**src/rtl/mem_arbiter.sv**
```systemverilog
`default_nettype none
// ============================================================================
// Module      : mem_arbiter
// Description : Round-robin arbiter sharing one physical-memory line port
//               between the instruction cache and the data cache.
// Revision    : 1.0 - initial release
// ============================================================================
module mem_arbiter #(
    parameter int ADDR_W = 16,
    parameter int LINE_W = 128
) (
    input  logic              clk,
    input  logic              reset_n,
    input  logic              I_pmem_read,
    input  logic [ADDR_W-1:0] I_pmem_address,
    output logic              I_pmem_resp,
    output logic [LINE_W-1:0] I_pmem_rdata,
    input  logic              D_pmem_read,
    input  logic              D_pmem_write,
    input  logic [ADDR_W-1:0] D_pmem_address,
    input  logic [LINE_W-1:0] D_pmem_wdata,
    output logic              D_pmem_resp,
    output logic [LINE_W-1:0] D_pmem_rdata,
    input  logic              pmem_resp,
    input  logic [LINE_W-1:0] pmem_rdata,
    output logic              pmem_read,
    output logic              pmem_write,
    output logic [ADDR_W-1:0] pmem_address,
    output logic [LINE_W-1:0] pmem_wdata
);

    typedef enum logic [1:0] {
        IDLE    = 2'd0,
        SERVE_I = 2'd1,
        SERVE_D = 2'd2,
        RECOVER = 2'd3
    } state_t;

    state_t            state_q, state_d;
    logic              last_d_q, last_d_d;
    logic [ADDR_W-1:0] addr_q, addr_d;
    logic [LINE_W-1:0] wdata_q, wdata_d;
    logic              rd_q, rd_d;
    logic              wr_q, wr_d;

    logic d_req;
    logic grant_d;

    assign d_req   = D_pmem_read | D_pmem_write;
    // On a tie the cache that was not served last wins.
    assign grant_d = d_req & ~(I_pmem_read & last_d_q);

    always_ff @(posedge clk or negedge reset_n) begin
        if (!reset_n) begin
            state_q  <= IDLE;
            last_d_q <= 1'b0;
            addr_q   <= '0;
            wdata_q  <= '0;
            rd_q     <= 1'b0;
            wr_q     <= 1'b0;
        end else begin
            state_q  <= state_d;
            last_d_q <= last_d_d;
            addr_q   <= addr_d;
            wdata_q  <= wdata_d;
            rd_q     <= rd_d;
            wr_q     <= wr_d;
        end
    end

    always_comb begin
        state_d     = state_q;
        last_d_d    = last_d_q;
        addr_d      = addr_q;
        wdata_d     = wdata_q;
        rd_d        = rd_q;
        wr_d        = wr_q;
        I_pmem_resp = 1'b0;
        D_pmem_resp = 1'b0;

        case (state_q)
            IDLE: begin
                if (I_pmem_read || d_req) begin
                    last_d_d = grant_d;
                    if (grant_d) begin
                        state_d = SERVE_D;
                        addr_d  = D_pmem_address;
                        wr_d    = D_pmem_write;
                        rd_d    = ~D_pmem_write;
                        if (D_pmem_write) begin
                            wdata_d = D_pmem_wdata;
                        end
                    end else begin
                        state_d = SERVE_I;
                        addr_d  = I_pmem_address;
                        rd_d    = 1'b1;
                        wr_d    = 1'b0;
                    end
                end
            end
            SERVE_I: begin
                if (pmem_resp) begin
                    I_pmem_resp = 1'b1;
                    state_d     = RECOVER;
                    rd_d        = 1'b0;
                    wr_d        = 1'b0;
                end
            end
            SERVE_D: begin
                if (pmem_resp) begin
                    D_pmem_resp = 1'b1;
                    state_d     = RECOVER;
                    rd_d        = 1'b0;
                    wr_d        = 1'b0;
                end
            end
            RECOVER: begin
                state_d = IDLE;
            end
            default: begin
                state_d = IDLE;
            end
        endcase
    end

    assign pmem_read    = rd_q;
    assign pmem_write   = wr_q;
    assign pmem_address = addr_q;
    assign pmem_wdata   = wdata_q;
    assign I_pmem_rdata = pmem_rdata;
    assign D_pmem_rdata = pmem_rdata;

endmodule
`default_nettype wire

```
**config.mk**
```make
export PLATFORM = sky130hd
export DESIGN_NAME = mem_arbiter
export DESIGN_NICKNAME = d
export VERILOG_FILES = /design/src/rtl/mem_arbiter.sv
export SDC_FILE = /design/constraint.sdc
export NUM_CORES = 1
export LEC_CHECK = 0
export CAP_MARGIN = 20
export CORE_AREA = 8 8 265 267
export DETAILED_ROUTE_END_ITERATION = 10
export DIE_AREA = 0 0 273 275
export GPL_TIMING_DRIVEN = 1
export PLACE_DENSITY = 0.4
export SLEW_MARGIN = 30
export SYNTH_ARGS = -nofsm -noshare
export SYNTH_HDL_FRONTEND = slang
export SYNTH_SLANG_ARGS = --single-unit
```
**constraint.sdc**
```tcl
create_clock -name clk -period 1.59 [get_ports clk]
set_input_delay 0.318 -clock clk [delete_from_list [all_inputs] [get_ports clk]]
set_output_delay 0.318 -clock clk [all_outputs]
set_load 0.01 [all_outputs]
```
[Word-level counts from Yosys, hierarchy flattened]
Cells that the tools add are included.
W data, S select, Z words.
Word-level totals
  output and inout bits: 404
  word-level logic and storage cells: 39
  bits in registers: 149
Cells by class
  bitwise logic cells: 5
  equality and inequality tests: 5
  reductions and logical operators: 8
  muxes and demuxes: 15
Operators with widths (count)
  $mux W16: 1
  $mux W1: 8
  $mux W2: 3
  $pmux W2 S3: 1
  $eq A2 B2 Y1 const B: 2
  $pmux W1 S2: 2
  $reduce_and A2 Y1: 2
  $reduce_and A4 Y1: 1
  $reduce_and A3 Y1: 1
  $and A1 B1 Y1: 2
  $eq A2 B1 Y1 const B: 1
  $logic_not A2 Y1: 1
  $ne A2 B1 Y1 const B: 1
  $ne A2 B2 Y1 const B: 1
  $not A1 Y1: 2
  $reduce_bool A2 Y1: 1
  $reduce_or A2 Y1: 1
  $logic_or A1 B1 Y1: 1
  $or A1 B1 Y1: 1

[Logic depth before layout (Yosys ltp)]
Gate-level depths: netlist of the first run.
  word-level depth: 6
  depth in mapped cells: 7
  gate-level depth less buffers: 5

[Worst setup path before layout of the first run]
Ideal clock, no wire load.
  kind: reg-to-reg
  start: reg state_q[0]
  end: reg wdata_q[0] (netlist: pmem_wdata[0])
  required time: 1.465 ns
  setup slack: 0.001 ns
  path buffers: 3
  data arrival time: 1.464 ns
  library setup time: 0.125 ns
  stages on the path, launching flop included: 8
  path through: dfrtp_1 -> inv_1 -> ha_1 -> buf_2 -> nand2_1 -> buf_6 -> buf_6 -> mux2_2
On the way
  word-level cells in the longest chain between the ends: 2
Ends and longest elaborated chain
  start, declared: RTL line 39  | state_t state_q, state_d;
  start signal, assigned: RTL line 62  | state_q <= state_d;
  $logic_not A2 Y1: RTL line 81  | case (state_q)
  $reduce_and A4 Y1 (no source line)
  end signal, assigned: RTL line 65  | wdata_q <= wdata_d;
  end, declared: RTL line 42  | logic [LINE_W-1:0] wdata_q, wdata_d;
No other way between the ends.
A chain may end at the register's enable or synchronous reset.

[Final worst setup path of the first run]
  start: reg state_q[0]
  end: reg wdata_q[21] (netlist: pmem_wdata[21])
The elaborated chain is that of the path after synthesis.

==> results.py, run 1 <==
metrics = {
    "outcome": {
        "status": "finished with violations",
        "violations": "setup timing",
    },
    "pwr": {
        "seq_power_share_pct": 32.9,
        "power_density_nw_per_um2": 1797,
        "power_frac_clock_pct": 22.7,
        "power_frac_comb_pct": 44.4,
        "finalPower_mw": 20.48,
        "ir_drop_v": 0.0007474,
        "switchingPower_mw": 6.568,
        "p_sw_share_pct": 32.07,
        "leakage_nw": 5.131,
        "internal-power_mw": 13.91,
    },
    "synthesis": {
        "avgSynthCellArea_um2": 12.43,
        "synthMuxAreaShare_pct": 21.05,
        "ys_warn_count": 0,
        "synth_top_family_by_area": "buffers and inverters",
        "seq_area_frac_synth_pct": 47.77,
        "ys_seq_elements": 149,
        "yosys.area_share.simple_pct": 1.250,
        "synthAdderAreaFrac_pct": 0.6412,
        "synthXorXnorAreaFrac_pct": 0,
        "ys_types": 25,
        "synth_area_um2": 7805,
        "synth_cells": 628,
        "synth_fp_nets": 926,
        "synth_compound_area_share_pct": 2.180,
    },
    "timing": {
        "maxSlewViolCount": 0,
        "fin_crit_ns": 1.702,
        "slew_headroom_pct": 67.55,
        "post-route-period-util_pct": 107.0,
        "rsz0062_at_grt": "true",
        "timing.final.ws_setup_ns": -0.1120,
        "worst_pin_slew_ns": 0.4867,
        "hold_violations": 0,
        "fin_skew_ns": 0.009528,
        "max_freq_mhz": 587.5,
        "setup_tns_ns": -5.922,
        "setup_viol": 112,
    },
    "die": {
        "core-area_um2": 66330,
        "rows": 95,
        "dieWidth_um": 273,
        "start_util_pct": 11.77,
        "die_area_um2": 75080,
        "io_pins": 698,
        "die_y_um": 275,
    },
    "setup_path": {
        "cp_max_fo": 12,
        "worstPathRequired_ns": 1.94,
        "endpoint_kind": "register",
        "path_class": "register to register",
        "crit_path_start_kind": "register",
        "critical_path_arrival_ns": 2.06,
    },
    "placed_design": {
        "dp_hpwl_um": 18080,
        "port_buffers": 313,
        "dp.cells": 1577,
        "gp_congestion": 0.6499,
        "pre_cts_ws_ns": -0.3126,
    },
    "routing": {
        "drt_iter0_drc": 103,
        "antenna_left": 0,
        "routedWlPerCell_um": 15.65,
        "viasPerCell": 2.879,
        "firstDrtPassIters": 4,
        "vias": 4661,
        "drc": 0,
        "wl_um": 25340,
    },
    "global_routing": {
        "grt_pass1_vias": 5118,
        "use_met3_pct": 4.032,
        "grt-busiest-layer": "met2",
        "grt_overflow_total": 0,
        "met2_usage_pct": 9.579,
        "use_met1_pct": 5.644,
        "grt_max_degree": 51,
        "antenna_found_initial": 0,
        "gr-usage-all-layers_pct": 6.107,
        "grt_pass1_wl_um": 33790,
    },
    "layout": {
        "finalNonFillerCells": 1619,
        "area_delta_synth_final_pct": 46.06,
        "final_nets": 1032,
        "n_fill_cell": 7339,
        "drive_gt1_share_pct": 29.89,
        "antenna_cells": 0,
    },
    "cts": {
        "h-tree-depth": 4,
        "clock_sinks": 149,
        "cts_buffers": 17,
        "cts-root-buf": "clkbuf_16",
        "clk_pin_slew_ns": 0.07,
        "insertion_delay_ns": 0.47,
        "cts_tree": "built",
        "clk_path_buf_depth": 2,
    },
    "run": {
        "max_cap_violations": 0,
    },
    "worst_hold_path": {
        "hold_path_class": "primary input to asynchronous set/reset pin",
    },
}
path summary, 6_finish.rpt:
kind	start	end	slack, ns	depth (start not counted)
max in group asynchronous	reset_n	pmem_address[14]$_DFFE_PN0P_	0.70	3
min in group clk	D_pmem_wdata[43]	pmem_wdata[43]$_DFFE_PN0P_	0.46	2
worst max-delay path	state_q[0]$_DFFE_PN0P_	pmem_wdata[21]$_DFFE_PN0P_	-0.11	7
worst min register to register	pmem_address[0]$_DFFE_PN0P_	pmem_address[0]$_DFFE_PN0P_	0.48	2
worst min-delay path	reset_n	pmem_wdata[92]$_DFFE_PN0P_	0.38	2
worst max register to register	state_q[0]$_DFFE_PN0P_	pmem_wdata[21]$_DFFE_PN0P_	-0.11	7
through the flow:
| stage | area, µm² | hold WS [ns] | utilization [%] |
|---|---|---|---|
| 3_3_place_gp | 10320 | 0.3094 | 15.56 |
| 3_5_place_dp | 10320 | 0.3285 | 15.56 |
| 2_1_floorplan | 7805 | 0.02241 | - |
| 4_1_cts | 10880 | 0.3517 | 16.40 |
| 5_1_grt | 11400 | 0.3718 | 17.19 |
| 6_report | 11400 | 0.3824 | 17.19 |
cell families (layout without fill, tap and decap cells):
group	count (synthesis)	count (layout)
mux	148	148
fa+ha+maj	4	4
flops	149	149
compound gates	26	26
buf+inv	278	396
simple gates	23	23
final cells by class:
class / count / area (µm²) / share of cell area, %
clock buffers: 17 / 425.4 / 3.732
clock inverters: 14 / 222.7 / 1.954
inverters: 3 / 11.26 / 0.09878
multi-input cells: 201 / 2307 / 20.24
flip-flops and latches: 149 / 3730 / 32.72
well taps: 873 / 1092 / 9.582
repair buffers: 362 / 3611 / 31.68
synth_stat cells:
library cell  count  area share [%]
nor3_1            2            0.13
ha_1              4            0.64
nand2_1          17            0.82
buf_2             2            0.13
o2bb2ai_2         1            0.19
o31ai_1           1           0.096
clkbuf_4          1           0.096
a211o_1           1            0.11
o21ai_0          16             1.0
buf_4           256              25
a21oi_1           1           0.064
a22o_1            2            0.22
a21boi_2          1            0.14
mux2i_1          19             2.4
a22oi_1           1           0.096
nor3b_1           1           0.096
a2bb2oi_1         1            0.11
mux2_2          129              19
clkbuf_1          2           0.096
and2_1            2            0.16
dfrtp_1         149              48
inv_1             3            0.14
buf_6            14             2.0
nor2_1            1           0.048
o2bb2ai_1         1            0.11
flip-flops by register name, summed over array words and instances (netlist names):
register and cells:
pmem_write 1, pmem_wdata 128, state_q 2, pmem_address 16, pmem_read 1, last_d_q 1
power by group through the flow:
| stage | logic (mW) | clock network (mW) | registers [mW] |
|---|---|---|---|
| 2_1_floorplan | 3.59 | 0 | 7.58 |
| 3_3_place_gp | 9.25 | 0 | 6.80 |
| 3_5_place_dp | 9.29 | 0 | 6.84 |
| 4_1_cts | 8.18 | 5.00 | 6.72 |
| 5_1_grt | 9.81 | 5.10 | 6.99 |
| 6_report | 9.10 | 4.65 | 6.73 |
cell usage in the layout (no fill, tap or decap), drive strengths merged, types with 8 or more instances in the layout:
cell type / n
inv: 8
dfrtp: 149
buf: 47
clkbuf: 21
mux2i: 19
o21ai: 16
nand2: 17
mux2: 129
clkdlybuf4s50: 164
dlygate4sd2: 143
layer usage:
metal	routed length, µm	up-vias
li1	-	2039
met1	8618	2194
met2	12330	329
met3	3096	99
met4	1295	0
met5	0	-
worst max-delay path: stages (launching register included):
cell     delay [ns]
dfrtp_1        0.39
inv_2          0.08
buf_6          0.12
ha_4           0.17
nand2_8        0.11
buf_12         0.17
buf_16         0.17
mux2_2         0.34
repair_timing:
item	CTS	global route
buffers inserted	2	1
hold endpoints to repair	20	0
gates resized for setup	175	100
pin swaps	2	1
endpoints found under the setup margin	250	138
gates cloned	0	7
hold buffers	1	0
(Power assumes the default switching activity.)
==> run 2: changes to the inputs <==
--- a/config.mk
+++ b/config.mk
@@ -11,6 +11,7 @@
 export DIE_AREA = 0 0 273 275
 export GPL_TIMING_DRIVEN = 1
 export PLACE_DENSITY = 0.4
+export REMOVE_ABC_BUFFERS = 1
 export SLEW_MARGIN = 30
 export SYNTH_ARGS = -nofsm -noshare
 export SYNTH_HDL_FRONTEND = slang
==> results.py, run 2 (synthesized netlist as in run 1, its figures left out) <==
metrics = {
    "setup_path": {
        "cp_max_fo": 5,
        "crit_path_top_delay_cell": "dfrtp_1",
        "critical_path_arrival_ns": 2.12,
        "crit_cells": 9,
        "endpoint_kind": "register",
        "r2r_setup_slack_ns": -0.17,
        "reg2reg_from": "state_q[0]$_DFFE_PN0P_",
        "path_delay_family": "buffers and inverters",
        "crit_path_cell_trace": "inv_2, buf_6, ha_4, nand2_8, buf_8, buf_12, buf_12, buf_16, mux2_4",
        "path_class": "register to register",
        "crit_top_cell": "buf_12",
        "ff2ff_path_depth": 9,
        "worstPathRequired_ns": 1.95,
        "worstReg2RegEnd": "pmem_wdata[21]$_DFFE_PN0P_",
        "max_stage_delay_ns": 0.41,
        "crit_path_start_kind": "register",
        "cp_num_buf_inv": 6,
    },
    "timing": {
        "post-route-period-util_pct": 110.9,
        "worst_pin_slew_ns": 0.3399,
        "max_freq_mhz": 567.1,
        "hold_violations": 0,
        "fin_crit_ns": 1.763,
        "rsz0062_at_grt": "true",
        "fin_skew_ns": 0.01368,
        "timing.final.ws_setup_ns": -0.1732,
        "setup_viol": 130,
        "maxSlewViolCount": 0,
        "slew_headroom_pct": 77.34,
    },
    "routing": {
        "wl_met2_um": 35020,
        "antenna_left": 0,
        "top_layer": "met5",
        "drc": 0,
        "drt-met1-wl_um": 20080,
        "routedWlPerCell_um": 47.60,
        "viasPerCell": 3.499,
        "dr_wl_met3_um": 20150,
        "drt_iter0_drc": 355,
        "firstDrtPassIters": 4,
        "wl_um": 78390,
        "vias": 5763,
    },
    "outcome": {
        "violations": "setup timing",
        "status": "finished with violations",
    },
    "global_routing": {
        "grt_pass1_wl_um": 92870,
        "grt_pass1_vias": 6045,
        "antenna_found_initial": 6,
        "grt_max_degree": 40,
        "gr-usage-all-layers_pct": 20.31,
        "grt_overflow_total": 0,
    },
    "layout": {
        "mostFrequentLayoutCells": "clkdlybuf4s50_1, dfrtp_1, mux2_4",
        "layout.cells.most_common": "clkdlybuf4s50_1",
        "largest_reg_flops": 128,
        "finalNonFillerCells": 1647,
        "final_nets": 1058,
        "n_fill_cell": 7327,
        "area_delta_synth_final_pct": 53.03,
        "multi_input_area_um2": 2454,
        "regArea_um2": 3730,
        "drive_gt1_share_pct": 36.74,
    },
    "pwr": {
        "power_frac_clock_pct": 19.0,
        "switchingPower_mw": 7.731,
        "leakage_nw": 5.460,
        "power_density_nw_per_um2": 1844,
        "p_sw_share_pct": 35.10,
        "internal-power_mw": 14.29,
        "ir_drop_v": 0.0008500,
        "power_frac_comb_pct": 50.2,
        "seq_power_share_pct": 30.8,
    },
    "cts": {
        "insertion_delay_ns": 0.48,
        "clk_pin_slew_ns": 0.07,
        "h-tree-depth": 4,
        "clk_path_buf_depth": 2,
        "cts-root-buf": "clkbuf_16",
        "clock_sinks": 149,
        "cts_tree": "built",
        "cts_buffers": 17,
    },
    "die": {
        "io_pins": 698,
        "core-area_um2": 66330,
        "start_util_pct": 11.77,
        "die_area_um2": 75080,
        "rows": 95,
        "dieWidth_um": 273,
        "die_y_um": 275,
    },
    "run": {
        "max_cap_violations": 0,
    },
    "placed_design": {
        "dp_hpwl_um": 67730,
        "gp_congestion": 0.8256,
        "dp.cells": 1581,
        "pre_cts_ws_ns": -0.5308,
        "port_buffers": 313,
    },
    "worst_hold_path": {
        "hold_path_class": "primary input to asynchronous set/reset pin",
    },
}
==> run 2: changes by cell type in the layout (fill, tap and decap cells not counted), sizes merged, moves of 2 or more <==
cell           change
bufinv             -4
clkinv             +2
dlygate4sd2       -37
buf               +29
clkdlybuf4s15     +31
clkbuf             +6
==> run 2: metal layers <==
layer	GRT usage, %	up-vias
met5	15.18	-
met4	4.419	24
met3	25.96	80
met2	31.74	817
met1	14.16	2735
li1	-	2107
==> run 2: repair_timing <==
item / 4_1_cts / 5_1_grt
endpoints found under the hold margin: 24 / 0
hold buffers: 1 / 0
cloned: 14 / 2
pin swaps: 3 / 2
setup endpoints to repair: 271 / 144
resized for setup: 333 / 57
setup buffers: 18 / 7
==> run 2: worst max path at each step <==
stage	start	slack (ns)	to
4_1_cts	state_q[0]$_DFFE_PN0P_	-0.18	D_pmem_resp
5_1_grt	state_q[0]$_DFFE_PN0P_	-0.25	D_pmem_resp
2_1_floorplan	state_q[0]$_DFFE_PN0P_	-2.40	pmem_wdata[0]$_DFFE_PN0P_
3_5_place_dp	D_pmem_write	-0.53	pmem_address[13]$_DFFE_PN0P_
6_report	state_q[0]$_DFFE_PN0P_	-0.17	pmem_wdata[21]$_DFFE_PN0P_
3_3_place_gp	D_pmem_write	-0.50	pmem_address[10]$_DFFE_PN0P_
==> run 2: power groups by stage <==
stage          combinational (mW)  sequential [mW]  clock [mW]
2_1_floorplan                2.91             7.58           0
4_1_cts                      11.1             6.78        4.39
3_5_place_dp                 10.2             6.79           0
5_1_grt                      11.8             7.07        4.48
6_report                     11.1             6.79        4.18
3_3_place_gp                 10.2             6.79           0
==> run 2: area by class of cell <==
type,count,area share (%)
repair buffers,388,34.09
flip-flops and latches,149,31.23
multi-input cells,201,20.54
well taps,873,9.145
clock buffers,20,3.907
clock inverters,12,0.9742
inverters,3,0.09428
diodes,1,0.02095
==> run 2: metrics by stage <==
stage | hold WS, ns | util, % | area, µm² | setup TNS (ns) | total power [mW]
6_report | 0.2841 | 18.01 | 11940 | -9.916 | 22.02
5_1_grt | 0.2811 | 18.00 | 11940 | -17.05 | 23.40
4_1_cts | 0.2438 | 17.91 | 11880 | -11.15 | 22.29
3_5_place_dp | 0.2436 | 15.60 | 10350 | -54.44 | 17.04
3_3_place_gp | 0.2419 | 15.60 | 10350 | -52.33 | 17.01
2_1_floorplan | 0.02241 | - | 5700 | -323.63 | 10.49
